==> src/rtl/vigna_mdu_issue_if.sv <==
// vigna_mdu_issue_if: instruction, coprocessor and writeback signals of the M-extension issue block.
interface vigna_mdu_issue_if;
    logic        instr_valid;
    logic        instr_ready;
    logic [31:0] instr;
    logic [31:0] rs1_val;
    logic [31:0] rs2_val;
    logic        cp_valid;
    logic        cp_ready;
    logic [2:0]  cp_func;
    logic [2:0]  cp_id;
    logic [31:0] cp_op1;
    logic [31:0] cp_op2;
    logic [31:0] cp_result;
    logic        wb_valid;
    logic        wb_ready;
    logic [4:0]  wb_rd;
    logic [31:0] wb_data;

    modport master (
        output instr_valid, instr, rs1_val, rs2_val, cp_ready, cp_result, wb_ready,
        input  instr_ready, cp_valid, cp_func, cp_id, cp_op1, cp_op2, wb_valid, wb_rd, wb_data
    );

    modport slave (
        input  instr_valid, instr, rs1_val, rs2_val, cp_ready, cp_result, wb_ready,
        output instr_ready, cp_valid, cp_func, cp_id, cp_op1, cp_op2, wb_valid, wb_rd, wb_data
    );
endinterface

==> src/rtl/vigna_mdu_issue.sv <==
// vigna_mdu_issue: decodes RV32M instructions, resolves divide corner cases locally
// and hands the rest to the coprocessor before writing back.
module vigna_mdu_issue (
    input logic clk,
    input logic resetn,
    vigna_mdu_issue_if.slave bus
);
    typedef enum logic [1:0] {IDLE = 2'd0, ISSUE = 2'd1, WB = 2'd2} state_t;

    state_t      state, next;
    logic [2:0]  func;
    logic [2:0]  cp_id;
    logic [4:0]  rd;
    logic [31:0] op1, op2, wb_data;

    logic [2:0]  f;
    logic        is_m, accept, live, div_zero, ovf, fast;
    logic [31:0] fast_data;
    logic        unused_ok;

    assign f         = bus.instr[14:12];
    assign is_m      = bus.instr[6:0] == 7'b0110011 && bus.instr[31:25] == 7'b0000001;
    assign accept    = bus.instr_valid && bus.instr_ready && is_m;
    assign live      = accept && bus.instr[11:7] != 5'd0;
    assign div_zero  = f[2] && bus.rs2_val == 32'd0;
    assign ovf       = f[2] && !f[0] && bus.rs1_val == 32'h8000_0000 && bus.rs2_val == 32'hFFFF_FFFF;
    assign fast      = div_zero || ovf;
    // div-by-zero: quotient all ones, remainder is the dividend; overflow: quotient INT_MIN, remainder 0
    assign fast_data = div_zero ? (f[1] ? bus.rs1_val : 32'hFFFF_FFFF) : (f[1] ? 32'd0 : 32'h8000_0000);
    assign unused_ok = ^bus.instr[24:15];

    always_ff @(posedge clk)
        state <= !resetn ? IDLE : next;

    always_comb begin
        next = state;
        case (state)
            IDLE:    next = live ? (fast ? WB : ISSUE) : IDLE;
            ISSUE:   next = bus.cp_ready ? WB : ISSUE;
            WB:      next = bus.wb_ready ? IDLE : WB;
            default: next = IDLE;
        endcase
    end

    always_ff @(posedge clk) begin
        if (!resetn) begin
            func    <= 3'd0;
            rd      <= 5'd0;
            op1     <= 32'd0;
            op2     <= 32'd0;
            wb_data <= 32'd0;
            cp_id   <= 3'd0;
        end else begin
            if (accept) begin
                func <= f;
                rd   <= bus.instr[11:7];
                op1  <= bus.rs1_val;
                op2  <= bus.rs2_val;
            end
            if (live && fast)
                wb_data <= fast_data;
            if (state == ISSUE && bus.cp_ready) begin
                wb_data <= bus.cp_result;
                cp_id   <= cp_id + 3'd1;
            end
        end
    end

    assign bus.instr_ready = resetn && state == IDLE;
    assign bus.cp_valid    = state == ISSUE;
    assign bus.cp_func     = func;
    assign bus.cp_id       = cp_id;
    assign bus.cp_op1      = op1;
    assign bus.cp_op2      = op2;
    assign bus.wb_valid    = state == WB;
    assign bus.wb_rd       = rd;
    assign bus.wb_data     = wb_data;
endmodule

==> src/flat_wrapper.sv <==
// flat-port wrapper written by rule: the top's interface ports become plain ports
module vigna_mdu_issue_flat 
  (clk, resetn, bus_instr_valid, bus_instr, bus_rs1_val, bus_rs2_val, bus_cp_ready, bus_cp_result, bus_wb_ready, bus_instr_ready, bus_cp_valid, bus_cp_func, bus_cp_id, bus_cp_op1, bus_cp_op2, bus_wb_valid, bus_wb_rd, bus_wb_data);
  vigna_mdu_issue_if bus_i ();
  input logic clk;
  input logic resetn;
  input wire logic [$bits(bus_i.instr_valid)-1:0] bus_instr_valid;
  input wire logic [$bits(bus_i.instr)-1:0] bus_instr;
  input wire logic [$bits(bus_i.rs1_val)-1:0] bus_rs1_val;
  input wire logic [$bits(bus_i.rs2_val)-1:0] bus_rs2_val;
  input wire logic [$bits(bus_i.cp_ready)-1:0] bus_cp_ready;
  input wire logic [$bits(bus_i.cp_result)-1:0] bus_cp_result;
  input wire logic [$bits(bus_i.wb_ready)-1:0] bus_wb_ready;
  output wire logic [$bits(bus_i.instr_ready)-1:0] bus_instr_ready;
  output wire logic [$bits(bus_i.cp_valid)-1:0] bus_cp_valid;
  output wire logic [$bits(bus_i.cp_func)-1:0] bus_cp_func;
  output wire logic [$bits(bus_i.cp_id)-1:0] bus_cp_id;
  output wire logic [$bits(bus_i.cp_op1)-1:0] bus_cp_op1;
  output wire logic [$bits(bus_i.cp_op2)-1:0] bus_cp_op2;
  output wire logic [$bits(bus_i.wb_valid)-1:0] bus_wb_valid;
  output wire logic [$bits(bus_i.wb_rd)-1:0] bus_wb_rd;
  output wire logic [$bits(bus_i.wb_data)-1:0] bus_wb_data;
  assign bus_i.instr_valid = bus_instr_valid;
  assign bus_i.instr = bus_instr;
  assign bus_i.rs1_val = bus_rs1_val;
  assign bus_i.rs2_val = bus_rs2_val;
  assign bus_i.cp_ready = bus_cp_ready;
  assign bus_i.cp_result = bus_cp_result;
  assign bus_i.wb_ready = bus_wb_ready;
  assign bus_instr_ready = bus_i.instr_ready;
  assign bus_cp_valid = bus_i.cp_valid;
  assign bus_cp_func = bus_i.cp_func;
  assign bus_cp_id = bus_i.cp_id;
  assign bus_cp_op1 = bus_i.cp_op1;
  assign bus_cp_op2 = bus_i.cp_op2;
  assign bus_wb_valid = bus_i.wb_valid;
  assign bus_wb_rd = bus_i.wb_rd;
  assign bus_wb_data = bus_i.wb_data;
  vigna_mdu_issue u_core (.clk(clk), .resetn(resetn), .bus(bus_i));
endmodule
==> config.mk <==
export PLATFORM = sky130hd
export DESIGN_NAME = vigna_mdu_issue_flat
export DESIGN_NICKNAME = d
export VERILOG_FILES = /design/src/rtl/vigna_mdu_issue_if.sv /design/src/rtl/vigna_mdu_issue.sv /design/src/flat_wrapper.sv
export SDC_FILE = /design/constraint.sdc
export NUM_CORES = 1
export LEC_CHECK = 0
export ABC_AREA = 1
export CAP_MARGIN = 20
export CORE_UTILIZATION = 25
export CTS_BUF_LIST = sky130_fd_sc_hd__clkbuf_8 sky130_fd_sc_hd__clkbuf_16
export CTS_CLUSTER_DIAMETER = 200
export CTS_CLUSTER_SIZE = 40
export DETAILED_ROUTE_END_ITERATION = 10
export HOLD_SLACK_MARGIN = 0.06
export SLEW_MARGIN = 20
export SYNTH_ARGS = -nofsm -noshare
export SYNTH_HDL_FRONTEND = slang
export SYNTH_SLANG_ARGS = --single-unit
export TNS_END_PERCENT = 5
==> constraint.sdc <==
create_clock -name clk -period 4.78 [get_ports clk]
set_clock_uncertainty 0.1 [all_clocks]
set_input_delay 0.478 -clock clk [delete_from_list [all_inputs] [get_ports clk]]
set_output_delay 0.478 -clock clk [all_outputs]
set_load 0.05 [all_outputs]
==> impl_metrics.toml, run 1 <==
[run_status]
status = "finished clean"

[sta]
timing.final.max_slew_violations = 0
period_minus_slack_ns = 2.65
hold_slack_ns = 0.361
final_count_of_negative_setup_slack_endpoints = 0
max-slew-margin-rel_pct = 33.8
final_hold_viol_count = 0
timing_worst_slew_pin_value_ns = 0.988
timing.setup.tns_ns = 0
max_freq_mhz = 378
finalCritPeriodShare_pct = 55.3
rsz0062_at_grt = "no"

[setup_path]
critical_path.n_buffers_inverters = 3
critPathSlowestCell = "clkdlybuf4s50_1"
worstPathRequired_ns = 4.20
timing.setup.critical_path_class = "flop to primary output"
arrival_ns = 2.07
critPathLaunchType = "flop"
cp_max_fo = 35
timing.critical_path.cells = "inv_1 > nor2_2 > buf_4 > clkdlybuf4s50_1"
cpLargestDelayFamily = "buffers and inverters"
timing.critical_path.slowest_cell_delay_ns = 0.88
critical_path.endpoint_type = "primary output"

[clock_tree]
clock_tree.buffer_depth = 2
post_cts.repair.setup_buffers = 0
h-tree-depth = 3
postCtsHoldBufs = 0
path_clk_slew_ns = 0.07
cts.sink_count = 109
worstSkewPairLatency_ns = 0.34
post_cts_resized = 0
cts_root_buf = "clkbuf_16"
tritoncts = "yes"
cts_made_buffers = 9

[placement]
dp.final_hpwl_mm = 13.4
place_congestion = 0.807
buffer_ports.inserted = 232

[synth]
post_synth_top_cells = "nor2_1 (186), dfxtp_1 (109), o21ai_0 (106)"
yosys-top-cells-area = "dfxtp_1 (43%), nor2_1 (14%), o21ai_0 (10%)"
synthMostInstantiatedCell = "nor2_1"
synth_edf_count = 0
synth_seq_cells = 109
yosys_most_used_dff = "dfxtp_1"
synth_area_um2 = 5130
post_synth.cell_area_avg_um2 = 6.74
syn_nets = 895
synth_seq_area_share_pct = 42.6
synthesis.yosys.warnings = 0
post-synth-top-area-fraction_pct = 42.6
asyncSetResetFlopFracSynth_pct = 0
yosysUniqueCellTypes = 24
yosysTopAreaCell = "dfxtp_1"
synth_cells = 761

[power]
power.ir.vdd_worst_uv = 147
total_leakage_power_nw = 3.13
powerDensity_nw_per_um2 = 240

[global_route]
grt_antenna_before_repair = 0
global_route_wire_length_before_repair_mm = 29.2
track_usage_pct = 17.8
grt_start_max_net_pins = 78
gr-total-overflow = 0
grt_pass1_vias = 5197

[floorplan]
vert_die_dim_um = 145
core_area_um2 = 20200
ios = 243
die_outline_area_um2 = 21100
floorplan.initialDensity_pct = 25.4
rows = 52
die_x_um = 145

[route]
wl_per_cell_um = 15.0
route.antenna.remaining_nets = 0
drc = 0
vias = 5600
viasPerCell = 4.54
first_pass_iters = 4
starting_drt_drc_count = 236
route.final.wire_length_mm = 18.5

[final_layout]
ant_diodes = 0
drive_gt1_share_pct = 3.95
area_delta_synth_final_pct = 54.5
net_total_in_the_final_layout = 1092

[job]
max_capacitance_violation_count = 0

[worst_hold_path]
worstHoldPathType = "flop to flop"
==> cell families (layout without fill, tap and decap cells) <==
group | after synthesis | after routing | share of synthesized area, %
simple gates | 344 | 344 | 27.9
compound gates | 173 | 173 | 18.4
buf+inv | 133 | 335 | 10.7
flops | 109 | 109 | 42.6
fa+ha+maj | 1 | 1 | 0.244
xor+xnor | 1 | 1 | 0.171
==> worst register-to-register path, stage by stage, from the launching register on <==
cell and delay, ns:
dfxtp_1 0.34, inv_1 0.07, nor2_2 0.07, buf_4 0.35, nand2_2 0.52, buf_4 0.42
buf_4 0.21, a21oi_1 0.16, nor2_1 0.06
==> cell usage in the layout, fill, tap and decap left out <==
master,count
dfxtp_1,109
nand3b_1,2
nand2_2,2
nand3_1,69
nor4_1,1
inv_1,72
nand4_1,9
o21ai_0,106
clkinv_1,1
ha_1,1
inv_2,2
inv_8,1
a211oi_1,29
a21oi_1,36
nand2_1,67
nor2_2,2
bufinv_16,1
a31oi_1,1
clkdlybuf4s50_1,231
nor3_1,4
buf_4,11
clkinv_8,1
a21oi_2,1
nand3_2,2
buf_2,1
xor2_1,1
inv_6,3
clkinv_2,2
nor2_1,186
clkbuf_16,9
==> through the flow <==
stage	cell area (um^2)	total power [mW]	utilization [%]	worst slack, ns	cells
3_5_place_dp	7610	1.12	37.7	1.81	1217
6_report	7920	1.90	39.3	2.13	1233
3_3_place_gp	7610	1.12	37.7	1.82	1217
5_1_grt	7920	1.98	39.3	1.88	1233
4_1_cts	7920	1.94	39.3	2.11	1233
2_1_floorplan	5130	0.979	-	2.98	761
==> flip-flops by register name, indices dropped and copies added, names as in the netlist <==
signal              cells
u_core.bus.cp_id        3
u_core.bus.cp_op2      32
u_core.state            2
u_core.bus.wb_data     32
u_core.bus.wb_rd        5
u_core.bus.cp_func      3
u_core.bus.cp_op1      32
==> layer usage <==
layer  GRT usage (%)  vias to the layer above  wire [um]
li1                -                     2874          -
met1            23.3                     2502       8490
met2            28.2                      201       8340
met3            4.53                       23       1320
met4            5.95                        0        370
met5               0                        -          0
==> cell type report <==
cell class | count | area (um^2)
repair buffers | 243 | 2400
multi-input cells | 519 | 2400
well taps | 270 | 338
inverters | 76 | 287
flip-flops and latches | 109 | 2180
clock inverters | 7 | 88.8
fillers | 2149 | 12200
clock buffers | 9 | 225
==> final timing paths <==
kind                                                        from  slack [ns]                                   to  depth (start not counted)
worst max-delay path                  u_core.state[0]$_SDFF_PN0_        2.13                         bus_cp_valid                          4
worst min-delay path            u_core.bus.cp_id[2]$_SDFFE_PN0P_        0.36     u_core.bus.cp_id[2]$_SDFFE_PN0P_                          1
worst max register to register        u_core.state[0]$_SDFF_PN0_        2.38  u_core.bus.wb_data[16]$_SDFFE_PN0P_                          8
worst min register to register  u_core.bus.cp_id[2]$_SDFFE_PN0P_        0.36     u_core.bus.cp_id[2]$_SDFFE_PN0P_                          1
==> where the power goes <==
| part | internal [mW] | leakage [nW] | total [mW] | switching, mW |
|---|---|---|---|---|
| registers | 0.907 | 0.877 | 0.907 | 0.0000104 |
| logic | 0.104 | 2.09 | 0.186 | 0.0824 |
| clock network | 0.421 | 0.155 | 0.811 | 0.390 |
| total | 1.43 | 3.13 | 1.90 | 0.472 |
Note: power is estimated with default switching activity, not from simulation.
==> inputs of run 2 (changes only) <==
clock period = 2.7 ns   (was 4.78 ns; I/O delays follow)
==> run 2 against run 1 <==
  * Combinational power up 80%
  * Worst setup slack lost 1.6 ns
  * Sequential power grew 78%
  * Final area increased by 1.0%
  * Die area unchanged
  * First-iteration DRC count up 8.9%
  * Wire length grew 1.3%
  * Core utilization is 0.40 points higher
  * Flip-flop and latch count did not move
  * Clock-buffer cell count unchanged
  * Critical path type unchanged
  * Critical endpoint is now bus_wb_valid
  * Largest cell class is now buffers
  * Highest routed layer unchanged
==> impl_metrics.toml, run 2 (synthesis gave the netlist of run 1 again) <==
[power]
power.ir.vdd_worst_uv = 255
p_int_mw = 2.61
clkPwrFrac_pct = 43.2
total_power_mw = 3.42
powerDensity_nw_per_um2 = 427
total_leakage_power_nw = 3.17
pwr-share-comb_pct = 9.8
switching_share_pct = 23.6
power.switching_mw = 0.805
seq_power_share_pct = 47.0

[route]
drc = 0
starting_drt_drc_count = 257
wl_per_cell_um = 15.1
route.antenna.remaining_nets = 0
first_pass_iters = 5
route.final.wire_length_mm = 18.8
viasPerCell = 4.57
vias = 5667

[setup_path]
critical_path.endpoint_type = "primary output"
r2r-end = "u_core.bus.cp_op2[6]$_SDFFE_PN0N_"
worst_r2r_path_depth = 9
worstPathRequired_ns = 2.33
critical_path.n_buffers_inverters = 2
cp.depth = 3
timing.critical_path.slowest_cell_delay_ns = 0.84
arrival_ns = 1.75
timing.critical_path.from = "u_core.state[1]$_SDFF_PN0_"
worst_r2r_startpoint = "u_core.state[0]$_SDFF_PN0_"
endpoint = "bus_wb_valid"
critPathLaunchType = "flop"
cpLargestDelayFamily = "buffers and inverters"
worst_setup_slack_for_register_to_register_paths_ns = 0.63
cp_max_fo = 2
timing.critical_path.cells = "inv_1 > nor2_1 > clkdlybuf4s50_1"
timing.setup.critical_path_class = "flop to primary output"
critPathSlowestCell = "clkdlybuf4s50_1"

[global_route]
gr-total-overflow = 0
grt_pass1_vias = 5238
grt_antenna_before_repair = 0
global_route_wire_length_before_repair_mm = 28.9
track_usage_pct = 17.6
grt_start_max_net_pins = 78

[job]
max_capacitance_violation_count = 0

[sta]
max-slew-margin-rel_pct = 46.1
timing.setup.tns_ns = 0
final_hold_viol_count = 0
final_count_of_negative_setup_slack_endpoints = 0
timing.final.max_slew_violations = 0
post-route-worst-setup-slack_ns = 0.584
max_freq_mhz = 472
finalCritPeriodShare_pct = 78.4
period_minus_slack_ns = 2.12
timing_worst_slew_pin_value_ns = 0.808
rsz0062_at_grt = "no"

[final_layout]
net_total_in_the_final_layout = 1097
drive_gt1_share_pct = 4.65
final_util_pct = 39.7
area_delta_synth_final_pct = 56.1
most_used_cells_in_the_layout_excluding_fill_and_tap_cells = "clkdlybuf4s50_1 (229), nor2_1 (186), dfxtp_1 (109)"
final_common_cell = "clkdlybuf4s50_1"
fin_area_um2 = 8000

[clock_tree]
cts.sink_count = 109
cts_root_buf = "clkbuf_16"
post_cts.repair.setup_buffers = 0
cts_made_buffers = 9
worstSkewPairLatency_ns = 0.34
tritoncts = "yes"
h-tree-depth = 3
postCtsHoldBufs = 0
path_clk_slew_ns = 0.08
clock_tree.buffer_depth = 2
post_cts_resized = 0

[worst_hold_path]
worstHoldPathType = "flop to flop"

[placement]
place_area_um2 = 7680
buffer_ports.inserted = 232
dp.final_hpwl_mm = 13.6
place_congestion = 0.829
detailedPlace.worstSlack_ns = 0.294

[floorplan]
die_x_um = 145
core_area_um2 = 20200
die_outline_area_um2 = 21100
floorplan.initialDensity_pct = 25.4
vert_die_dim_um = 145
ios = 243
rows = 52

[run_status]
status = "finished clean"
==> run 2: cell count changes in the layout (fill, tap and decap cells not counted), sizes merged <==
cell,change
clkdlybuf4s50,-2
bufinv,+1
buf,+7
diode,+1
inv,-1
==> run 2: metal layers <==
metal  vias up  share of wire (%)  global-route usage (%)
li1       2886                  -                       -
met1      2589                 45                    22.4
met5         -                  0                       0
met4         0                1.3                    5.00
met3        17                7.3                    4.87
met2       175                 47                    28.9
==> run 2: per-stage QoR <==
step | hold slack (ns) | instances
after detailed placement | 0.358 | 1222
after floorplan | 0.308 | 761
after global routing | 0.388 | 1238
final | 0.365 | 1239
after CTS | 0.370 | 1238
after global placement | 0.347 | 1222
==> run 2: final cells by class <==
cell class | instances | area (um^2)
Fill cell | 2158 | 12200
Timing Repair Buffer | 248 | 2470
Multi-Input combinational cell | 519 | 2400
Sequential cell | 109 | 2180
Tap cell | 270 | 338
Inverter | 76 | 287
Clock buffer | 9 | 225
Clock inverter | 7 | 96.3
Antenna cell | 1 | 2.50
==> run 2: power groups by stage <==
stage	Combinational (mW)	Sequential (mW)	Clock (mW)
after floorplan	0.0900	1.64	0
after global placement	0.339	1.64	0
after detailed placement	0.338	1.64	0
after CTS	0.340	1.61	1.52
after global routing	0.364	1.61	1.58
final	0.335	1.61	1.48
==> run 2: how the worst min path moves through the flow <==
stage	startpoint	end	slack, ns	cells past startpoint
final	u_core.bus.cp_id[2]$_SDFFE_PN0P_	u_core.bus.cp_id[2]$_SDFFE_PN0P_	0.36	1
after global routing	u_core.bus.cp_id[2]$_SDFFE_PN0P_	u_core.bus.cp_id[2]$_SDFFE_PN0P_	0.39	1
after CTS	u_core.bus.cp_id[2]$_SDFFE_PN0P_	u_core.bus.cp_id[2]$_SDFFE_PN0P_	0.37	1
after detailed placement	u_core.bus.cp_id[2]$_SDFFE_PN0P_	u_core.bus.cp_id[2]$_SDFFE_PN0P_	0.36	1
after global placement	u_core.bus.cp_id[2]$_SDFFE_PN0P_	u_core.bus.cp_id[2]$_SDFFE_PN0P_	0.35	1
after floorplan	bus_rs2_val[29]	u_core.bus.cp_op2[29]$_SDFFE_PN0N_	0.31	2
